`config.mk`:
```
export PLATFORM = sky130hd
export DESIGN_NAME = parallel_adder
export DESIGN_NICKNAME = d
export VERILOG_FILES = /design/src/rtl/parallel_adder.sv
export SDC_FILE = /design/constraint.sdc
export NUM_CORES = 1
export LEC_CHECK = 0
export BUFFER_PORTS_ARGS = -buffer_cell sky130_fd_sc_hd__buf_2
export CELL_PAD_IN_SITES_DETAIL_PLACEMENT = 0
export CELL_PAD_IN_SITES_GLOBAL_PLACEMENT = 1
export CORE_MARGIN = 10
export CORE_UTILIZATION = 39
export DETAILED_ROUTE_END_ITERATION = 6
export GPL_TIMING_DRIVEN = 0
export PLACE_DENSITY_LB_ADDON = 0.1
export SYNTH_ARGS = -nofsm -noshare
export SYNTH_HDL_FRONTEND = slang
export SYNTH_SLANG_ARGS = --single-unit
```
`constraint.sdc`:
```
create_clock -name clk -period 2.2 [get_ports clk]
set_clock_uncertainty 0.15 [all_clocks]
set_input_delay 0.22 -clock clk [delete_from_list [all_inputs] [get_ports clk]]
set_output_delay 0.22 -clock clk [all_outputs]
set_load 0.1 [all_outputs]
```
`src/rtl/parallel_adder.sv`:
```
// 3-bit ripple-carry adder whose sum and carry-out are captured into holding
// registers once per MAX_COUNT clocks, paced by a free-running interval counter.
module parallel_adder #(
    parameter int MAX_COUNT = 1000
) (
    input  logic       clk,
    input  logic       rst,
    input  logic [2:0] A,
    input  logic [2:0] B,
    input  logic       Cin,
    output logic [2:0] Sum,
    output logic       Cout
);

    localparam int CW = (MAX_COUNT > 1) ? $clog2(MAX_COUNT) : 1;

    logic [CW-1:0] cnt;
    logic          upd;
    logic [3:0]    c;
    logic [2:0]    s;

    // Three chained full adders; c[0] is the external carry-in.
    always_comb begin
        c    = 4'b0000;
        s    = 3'b000;
        c[0] = Cin;
        for (int i = 0; i < 3; i++) begin
            s[i]   = A[i] ^ B[i] ^ c[i];
            c[i+1] = (A[i] & B[i]) | (c[i] & (A[i] ^ B[i]));
        end
    end

    assign upd = (cnt == CW'(MAX_COUNT - 1));

    // Reset has priority over a coincident strobe, so a reset edge never loads a sum.
    always_ff @(posedge clk) begin
        if (!rst) begin
            cnt  <= '0;
            Sum  <= 3'b000;
            Cout <= 1'b0;
        end else begin
            if (upd) begin
                cnt  <= '0;
                Sum  <= s;
                Cout <= c[3];
            end else begin
                cnt  <= cnt + CW'(1);
            end
        end
    end

endmodule

```
### Word-level counts from Yosys, hierarchy flattened

Index checks and enable logic that the tools add are counted.

* add/sub/neg operators: 1
* equality and inequality tests: 1
* bitwise gates (word level): 16
* reduce and logical (&&, ||, !) cells: 1

Operator list (number)
* 10-bit by 1-bit adder with 10-bit output, second input constant: 1
* 10-bit equality test, second input constant: 1
* 1-bit AND: 6
* 1-bit XOR: 6
* 1-bit OR: 3
* 2-bit OR reduction: 1
* 1-bit inverter: 1

* flip-flop bits (word level): 14
* output and inout bits: 4
* word-level logic and storage cells: 22

### Logic depth before layout (Yosys ltp)

Gate-level depths: netlist of the first run.

* depth after elaboration: 7
* mapped depth: 8

### Worst setup path after synthesis of the first run

No wires, ideal clock.

* kind: input port to flip-flop
* start point: in A[0]
* end point: reg Sum[2]
* setup time: 117 ps
* arrival: 1534 ps
* slack: 399 ps
* stages: 8
* cells stage by stage: inv_1 -> fa_1 -> inv_1 -> fa_1 -> inv_1 -> fa_1 -> nand2_1 -> o211a_1

* word-level cells in the longest chain between the ends: 6
* elaborated cells between the ends (all ways): 7
* classes of those cells: 7 x bitwise

RTL lines
* start: declaration: RTL line 8 `input logic [2:0] A,`
* 1-bit XOR: RTL line 29 `c[i+1] = (A[i] & B[i]) | (c[i] & (A[i] ^ B[i]));`
* 1-bit AND: RTL line 29
* 1-bit OR *: RTL line 29
* 1-bit AND *: RTL line 29
* 1-bit OR *: RTL line 29
* 1-bit XOR *: RTL line 28 `s[i] = A[i] ^ B[i] ^ c[i];`
* end signal: assignment: RTL line 44 `Sum <= s;`
* end: declaration: RTL line 11 `output logic [2:0] Sum,`

Mark *: on every way between the ends. The rest lies on a longest branch, timed or not.
A chain may end at the register's enable or synchronous reset.

### Worst setup path in the final report of the first run

* start point: reg cnt[0]
* end point: reg cnt[3]

* word-level cells in the longest chain between the ends: 2
* elaborated cells between the ends (all ways): 3
* classes of those cells: 1 x add/sub; 1 x eq/ne; 1 x reduce/logical

RTL lines
* start: declaration: RTL line 17 `logic [CW-1:0] cnt;`
* start signal: assignment: RTL line 47 `cnt <= cnt + CW'(1);`
* parallel branches: the longest is 2 deep, another holds 10-bit by 1-bit adder with 10-bit output

Parallel ways; which one is timed is not known.

==> results.sh, run 1 <==
export IMPL_endpoint_kind="flop"
export IMPL_internal_power_mw=0.378
export IMPL_ys_warn_count=0
export IMPL_placedCellCount=110
export IMPL_worstPathArrival_ns=1.93
export IMPL_pwr_share_clk_pct=38.7
export IMPL_rsz0062_at_grt="false"
export IMPL_worst_r2r_setup_slack_ns=0.30
export IMPL_leakagePower_nw=0.411
export IMPL_p_per_area_nw_per_um2=600
export IMPL_fp_dieH_um=62.3
export IMPL_tightest_slew_ns=0.491
export IMPL_status="complete, no violations"
export IMPL_layout_nets=103
export IMPL_cp_num_buf_inv=0
export IMPL_drive_above_1_share_pct=23.6
export IMPL_cts_buffers=3
export IMPL_clk_pin_slew_ns=0.09
export IMPL_crit_type="flop to flop"
export IMPL_synth_area_leaders="dfxtp_1 40%, fa_1 8.6%, xor2_1 6.3%"
export IMPL_row_count=15
export IMPL_critPathTopFamily="simple AND/OR/NAND/NOR gates"
export IMPL_cts_tree="yes"
export IMPL_required_ns=2.24
export IMPL_synth_cell_type_count=24
export IMPL_async_reset_ff_share_pct=0
export IMPL_maxSlewHeadroom_pct=67.5
export IMPL_comb_power_share_pct=8.3
export IMPL_io_buffers=12
export IMPL_p_sw_share_pct=23.6
export IMPL_layout_commonest_cell="dfxtp_1"
export IMPL_synth_top_cell_by_area="dfxtp_1"
export IMPL_diodes=0
export IMPL_syn_avg_cell_area_um2=9.56
export IMPL_synth_top_area_share_pct=40.1
export IMPL_core_area_um2=1710
export IMPL_power_mw=0.495
export IMPL_min_period_ns=1.90
export IMPL_first_global_vias=451
export IMPL_slew_viol_final=0
export IMPL_slowest_stage="dfxtp_1"
export IMPL_period_share_pct=86.3
export IMPL_routed_wl_um=1260
export IMPL_cts_max_path_buffers=2
export IMPL_path_max_fanout=9
export IMPL_fillers=165
export IMPL_grt_max_degree=11
export IMPL_drc=0
export IMPL_pin_count=13
export IMPL_ys_seq_elements=14
export IMPL_grt_antenna_before_repair=0
export IMPL_ys_seq_area_share_pct=40.1
export IMPL_wl_per_cell_um=11.0
export IMPL_final_hold_viol_count=0
export IMPL_gp_congestion=0.757
export IMPL_dr_pass1_iters=4
export IMPL_ctsRootBufferMaster="clkbuf_4"
export IMPL_die_area_um2=3880
export IMPL_drtIter0Drc=12
export IMPL_finalSetupTns_ns=0
export IMPL_area_growth_pct=18.3
export IMPL_ant_nets=0
export IMPL_final_cell_mix="14 x dfxtp_1, 12 x buf_2, 9 x inv_1"
export IMPL_via_count=511
export IMPL_netlist_instances=73
export IMPL_ctsResizeCount=0
export IMPL_p_switching_mw=0.117
export IMPL_initial_core_util_pct=40.9
export IMPL_cts_htree_levels=1
export IMPL_die_w_um=62.3
export IMPL_track_usage_pct=6.42
export IMPL_dpl_cell_area_um2=790
export IMPL_grt_pass1_wl_um=2000
export IMPL_max_freq_ghz=0.526
export IMPL_cts_hold_buffers=0
export IMPL_worstPathCellList="ha_1, and4bb_1, nor3b_4, nand2b_4, nor2_1"
export IMPL_ir_drop_uv=263
export IMPL_clk_latency_ns=0.28
export IMPL_hpwl_um=955
export IMPL_power_frac_seq_pct=53.0
export IMPL_overflow=0
export IMPL_synthesis_nets=86
export IMPL_final_cells=114
export IMPL_post_cts_buffers=0
export IMPL_final_area_um2=826
export IMPL_synth_edf_count=0
export IMPL_start_kind="flop"
export IMPL_clock_sinks=14
export IMPL_hold_class="input port to flop"
export IMPL_synth_area_um2=698
export IMPL_synthFlopType="dfxtp_1"
export IMPL_via_per_inst=4.48
export IMPL_setup_viol=0
export IMPL_slowest_delay_ns=0.41
export IMPL_cap_violations=0
[cells in the mapped netlist (all sizes together) (2+ instances only)]
cell type	count
a21oi	2
buf	2
dfxtp	14
fa	3
inv	9
nand2	6
nand3	6
nand4	2
nor2	8
nor3b	2
o211a	3
xor2	5
[path summary, 6_finish.rpt]
check,endpoint,cells past startpoint,from
worst max-delay path,cnt[3],5,cnt[0]
worst min register to register,Sum[1],2,Sum[1]
worst max register to register,cnt[3],5,cnt[0]
worst min-delay path,Sum[1],4,B[1]
[cell type report]
class,instances,area (µm²),area share [%]
Multi-Input combinational cell,48,369,44.7
Sequential cell,14,280,33.9
Timing Repair Buffer,12,60.1,7.27
Clock buffer,4,36.3,4.39
Inverter,9,33.8,4.09
Tap cell,25,31.3,3.79
Buffer,2,15.0,1.82
[logic make-up after synthesis]
family	Yosys count	synth area share [%]
adder cells (fa/ha/maj)	4	10.4
flip-flops	14	40.1
XOR/XNOR	6	7.53
AND/OR/NAND/NOR	30	25.8
buffers and inverters	11	6.99
AO/OA/AOI/OAI	8	9.14
[metal layers]
metal | track usage (%) | wire length [µm]
met5 | 0 | 0
met4 | 4.19 | 19
met3 | 3.23 | 68
met2 | 7.69 | 519
met1 | 8.52 | 650
[through the flow]
step                      hold WS [ns]  setup slack [ns]  utilization (%)
after detailed placement         0.304             0.271             46.2
final                            0.185             0.301             48.4
after global placement           0.292             0.267             46.2
after global routing             0.199             0.161             48.4
after CTS                        0.178             0.285             48.4
after floorplan                  0.291             0.399                -
[sequential cells by signal (all words and copies together), names as in the netlist]
| register | flops |
|---|---|
| cnt | 10 |
| Cout | 1 |
| Sum | 3 |
[power by group through the flow]
| stage | clock network [mW] | registers [mW] | logic, mW |
|---|---|---|---|
| 2_1_floorplan | 0 | 0.267 | 0.0288 |
| 3_3_place_gp | 0 | 0.268 | 0.0432 |
| 3_5_place_dp | 0 | 0.268 | 0.0417 |
| 4_1_cts | 0.198 | 0.262 | 0.0420 |
| 5_1_grt | 0.211 | 0.263 | 0.0479 |
| 6_report | 0.192 | 0.262 | 0.0413 |
[tightest hold or removal path, stage by stage]
cell,delay [ns]
buf_2,0.09
fa_1,0.16
nand3_1,0.06
o21ai_0,0.06
No activity file was read; power rests on OpenSTA's default activity.
==> run 2: changes to the inputs <==
PLACE_DENSITY = 0.82   (was unset)
PLACE_DENSITY_LB_ADDON = unset   (was 0.1)
REMOVE_ABC_BUFFERS = 1   (was unset)
==> run 2 against run 1 <==
Worst setup slack gained 0.018 ns. Total power down 2.7%. Global-route usage grew 0.32 points. Cell area decreased by 1.8%. First-iteration DRC count shrank 33%.
==> results.sh, run 2 (synthesis gave the netlist of run 1 again) <==
export IMPL_pin_count=13
export IMPL_path_max_fanout=9
export IMPL_overflow=0
export IMPL_layout_commonest_cell="dfxtp_1"
export IMPL_worstPathCellList="ha_1, and4bb_1, nor3b_4, nand2b_4, nor2_1"
export IMPL_cts_hold_buffers=0
export IMPL_cap_violations=0
export IMPL_via_per_inst=4.63
export IMPL_slowest_stage="dfxtp_1"
export IMPL_grt_max_degree=12
export IMPL_reg_top3="cnt (10), Sum (3), Cout (1)"
export IMPL_drive_above_1_share_pct=21.8
export IMPL_period_share_pct=85.5
export IMPL_drc=0
export IMPL_slowest_delay_ns=0.40
export IMPL_track_usage_pct=6.74
export IMPL_whs_ns=0.126
export IMPL_row_count=15
export IMPL_start_kind="flop"
export IMPL_cts_max_path_buffers=2
export IMPL_final_cells=112
export IMPL_drtIter0Drc=8
export IMPL_final_hold_viol_count=0
export IMPL_io_buffers=12
export IMPL_slew_viol_final=0
export IMPL_final_cell_mix="14 x dfxtp_1, 12 x buf_2, 9 x inv_1"
export IMPL_hpwl_um=935
export IMPL_multi_input_area_um2=369
export IMPL_crit_type="flop to flop"
export IMPL_endpoint_kind="flop"
export IMPL_leakagePower_nw=0.401
export IMPL_clk_pin_slew_ns=0.08
export IMPL_rsz0062_at_grt="false"
export IMPL_max_freq_ghz=0.532
export IMPL_maxSlewHeadroom_pct=67.3
export IMPL_finalSetupTns_ns=0
export IMPL_grt_antenna_before_repair=0
export IMPL_diodes=0
export IMPL_clock_sinks=14
export IMPL_layout_nets=101
export IMPL_ant_nets=0
export IMPL_grt_pass1_wl_um=2120
export IMPL_top_register="cnt"
export IMPL_dp_worst_setup_slack_ns=0.224
export IMPL_ctsRootBufferMaster="clkbuf_4"
export IMPL_die_area_um2=3880
export IMPL_p_per_area_nw_per_um2=594
export IMPL_cts_tree="yes"
export IMPL_first_global_vias=477
export IMPL_cts_htree_levels=1
export IMPL_timing_final_ws_setup_ns=0.319
export IMPL_routed_wl_um=1220
export IMPL_ir_drop_uv=337
export IMPL_cts_buffers=3
export IMPL_fp_dieH_um=62.3
export IMPL_area_growth_pct=16.1
export IMPL_core_area_um2=1710
export IMPL_post_cts_buffers=0
export IMPL_worstPathArrival_ns=1.91
export IMPL_clk_latency_ns=0.28
export IMPL_fillers=184
export IMPL_cp_num_buf_inv=0
export IMPL_die_w_um=62.3
export IMPL_wl_per_cell_um=10.9
export IMPL_via_count=519
export IMPL_setup_viol=0
export IMPL_seqCellArea_um2=280
export IMPL_min_period_ns=1.88
export IMPL_required_ns=2.23
export IMPL_tightest_slew_ns=0.493
export IMPL_hold_class="input port to flop"
export IMPL_initial_core_util_pct=40.9
export IMPL_ctsResizeCount=0
export IMPL_dr_pass1_iters=5
export IMPL_largest_register_ffs=10
export IMPL_gp_congestion=0.706
export IMPL_status="complete, no violations"
export IMPL_placedCellCount=108
export IMPL_critPathTopFamily="simple AND/OR/NAND/NOR gates"
## run 2: routing by layer
metal  GRT usage [%]  share of wire [%]  wire, µm  vias up
met3            2.87                5.5        67        5
met2            9.87                 44       541       15
met1            7.89                 47       577      226
met4            4.19                2.5        30        0
met5               0                  0         0        -
li1                -                  -         -      273
## run 2: through the flow
stage                     util [%]  total power [mW]  instance area, µm²
final                         47.5             0.482                 811
after global routing          47.5             0.508                 811
after CTS                     47.5             0.492                 811
after detailed placement      45.3             0.308                 774
after global placement        45.3             0.307                 774
after floorplan                  -             0.291                 683
## run 2: where the power goes
part           total [mW]  internal (mW)  leakage [nW]  switching [mW]
Clock               0.181          0.101        0.0210          0.0806
Combinational      0.0365         0.0170         0.267          0.0195
Sequential          0.264          0.258         0.113         0.00601
Total               0.482          0.376         0.401           0.106
## run 2: path summary, 6_finish.rpt
path                from     end  slack [ns]  depth (start not counted)
hold / removal       rst  Sum[0]        0.13                          2
setup reg to reg  cnt[0]  cnt[3]        0.32                          5
setup / recovery  cnt[0]  cnt[3]        0.32                          5
hold reg to reg   Sum[1]  Sum[1]        0.31                          2
## run 2: final cells by class
type | instances | area share [%]
clock buffer | 4 | 4.48
sequential | 14 | 34.6
inverter | 9 | 4.17
timing repair buffer | 12 | 7.41
tap | 25 | 3.86
multi-input combinational | 48 | 45.5
## run 2: worst register-to-register path, stage by stage (launching register included)
cell and delay, ns:
dfxtp_1 0.40, ha_1 0.28, and4bb_1 0.27, nor3b_4 0.38, nand2b_4 0.25, nor2_1 0.06
==> run 3: changes to the inputs <==
--- a/config.mk
+++ b/config.mk
@@ -9,5 +9,5 @@
 export CELL_PAD_IN_SITES_DETAIL_PLACEMENT = 0
 export CELL_PAD_IN_SITES_GLOBAL_PLACEMENT = 1
-export CORE_MARGIN = 10
+export CORE_MARGIN = 2
 export CORE_UTILIZATION = 39
 export DETAILED_ROUTE_END_ITERATION = 6
==> constraint.sdc (replaced) <==
create_clock -name clk -period 2.2 [get_ports clk]
set_clock_uncertainty 0.15 [all_clocks]
set_input_delay 0.44 -clock clk [delete_from_list [all_inputs] [get_ports clk]]
set_output_delay 0.44 -clock clk [all_outputs]
set_load 0.1 [all_outputs]
==> run 3 against run 2 <==
Global-route usage increased by 5.9 points. Sequential share of layout area is the same. Sequential power hardly changed. Combinational power is 1% lower. Clock power about the same. Cell count is the same. Non-clock buffer count is the same.
==> results.sh, run 3 (synthesis gave the netlist of run 1 again) <==
export IMPL_cts_hold_buffers=0
export IMPL_clk_pin_slew_ns=0.08
export IMPL_start_kind="input port"
export IMPL_clock_sinks=14
export IMPL_gp_congestion=0.714
export IMPL_first_global_vias=441
export IMPL_layout_commonest_cell="dfxtp_1"
export IMPL_cp_num_buf_inv=4
export IMPL_overflow=0
export IMPL_diodes=0
export IMPL_hp_start="Sum[1]"
export IMPL_whs_ns=0.307
export IMPL_critPathTopFamily="adder cells"
export IMPL_placedCellCount=108
export IMPL_slowest_delay_ns=0.47
export IMPL_hpwl_um=836
export IMPL_slew_viol_final=0
export IMPL_io_buffers=12
export IMPL_final_cells=112
export IMPL_cts_tree="yes"
export IMPL_via_count=528
export IMPL_endpoint_kind="flop"
export IMPL_post_cts_buffers=0
export IMPL_rsz0062_at_grt="false"
export IMPL_p_per_area_nw_per_um2=594
export IMPL_leakagePower_nw=0.401
export IMPL_min_path_cells=2
export IMPL_die_area_um2=2140
export IMPL_use_met1_pct=16.9
export IMPL_wl_per_cell_um=9.80
export IMPL_core_area_um2=1710
export IMPL_use_met3_pct=3.53
export IMPL_grt_pass1_wl_um=1860
export IMPL_fp_dieH_um=46.3
export IMPL_ir_drop_uv=234
export IMPL_track_usage_pct=12.7
export IMPL_top_register="cnt"
export IMPL_largest_register_ffs=10
export IMPL_pin_count=13
export IMPL_cts_buffers=3
export IMPL_initial_core_util_pct=40.9
export IMPL_timing_rr_end="cnt[6]"
export IMPL_layout_nets=101
export IMPL_die_w_um=46.3
export IMPL_cts_max_path_buffers=2
export IMPL_fillers=175
export IMPL_status="complete, no violations"
export IMPL_ant_nets=0
export IMPL_worstPathCellList="buf_2, inv_1, fa_1, inv_1, fa_1, inv_1, fa_1, nand2_1, o211a_1"
export IMPL_worstPathArrival_ns=1.91
export IMPL_final_cell_mix="14 x dfxtp_1, 12 x buf_2, 9 x inv_1"
export IMPL_hold_class="flop to flop"
export IMPL_dpl_cell_area_um2=774
export IMPL_final_hold_viol_count=0
export IMPL_period_share_pct=85.9
export IMPL_grtUsageMet2_pct=17.5
export IMPL_grt_max_degree=12
export IMPL_power_mw=0.482
export IMPL_final_area_um2=811
export IMPL_whs_endpoint="Sum[1]"
export IMPL_ctsResizeCount=0
export IMPL_grt_antenna_before_repair=0
export IMPL_cts_htree_levels=1
export IMPL_crit_type="input port to flop"
export IMPL_drtIter0Drc=7
export IMPL_rr_startpoint="cnt[0]"
export IMPL_required_ns=2.22
export IMPL_path_max_fanout=1
export IMPL_routed_wl_um=1100
export IMPL_via_per_inst=4.71
export IMPL_clk_latency_ns=0.27
export IMPL_area_growth_pct=16.1
export IMPL_grt_busiest_layer="met2"
export IMPL_min_period_ns=1.89
export IMPL_worst_r2r_setup_slack_ns=0.33
export IMPL_slowest_stage="fa_1"
export IMPL_maxSlewHeadroom_pct=67.6
export IMPL_finalSetupTns_ns=0
export IMPL_reg_top3="cnt (10), Sum (3), Cout (1)"
export IMPL_setup_viol=0
export IMPL_drc=0
export IMPL_row_count=15
export IMPL_tightest_slew_ns=0.490
export IMPL_ctsRootBufferMaster="clkbuf_4"
export IMPL_drive_above_1_share_pct=21.8
export IMPL_reg2regPathDepth=5
export IMPL_cap_violations=0
export IMPL_dr_pass1_iters=3
export IMPL_max_freq_ghz=0.529
## run 3: cell counts in the layout (fill, tap and decap cells not counted)
No cell type changed its count.
## run 3: metal layers
| layer | wire length (µm) | share of wire [%] |
|---|---|---|
| met5 | 0 | 0 |
| met4 | 21 | 1.9 |
| met3 | 24 | 2.2 |
| met2 | 506 | 46 |
| met1 | 546 | 50 |
## run 3: layout make-up
class                      instances  area (µm²)  share of cell area [%]
clock buffer                       4        36.3                    4.48
sequential                        14         280                    34.6
timing repair buffer              12        60.1                    7.41
inverter                           9        33.8                    4.17
multi-input combinational         48         369                    45.5
tap                               25        31.3                    3.86
## run 3: report_power, final
group,internal [mW],switching [mW]
clock network,0.101,0.0809
registers,0.258,0.00627
logic,0.0166,0.0194
total,0.375,0.107
## run 3: worst max path at each step
stage,startpoint,endpoint,cells past startpoint
4_1_cts,cnt[0],cnt[6],5
3_5_place_dp,A[0],Sum[2],9
2_1_floorplan,A[0],Sum[2],8
3_3_place_gp,A[0],Sum[2],9
6_report,A[0],Sum[2],9
5_1_grt,cnt[0],cnt[4],5
## run 3: stage by stage
stage               worst slack (ns)  util [%]
detailed placement           0.00209      45.3
floorplan                      0.179         -
finish                         0.310      47.5
global placement              0.0410      45.3
global route                   0.161      47.5
CTS                            0.299      47.5
## run 3: tightest hold or removal path: cells and delay by family (launching register included)
kind,cells,cell delay [ns]
flip-flops,1,0.31
AO/OA/AOI/OAI,1,0.06
AND/OR/NAND/NOR,1,0.05
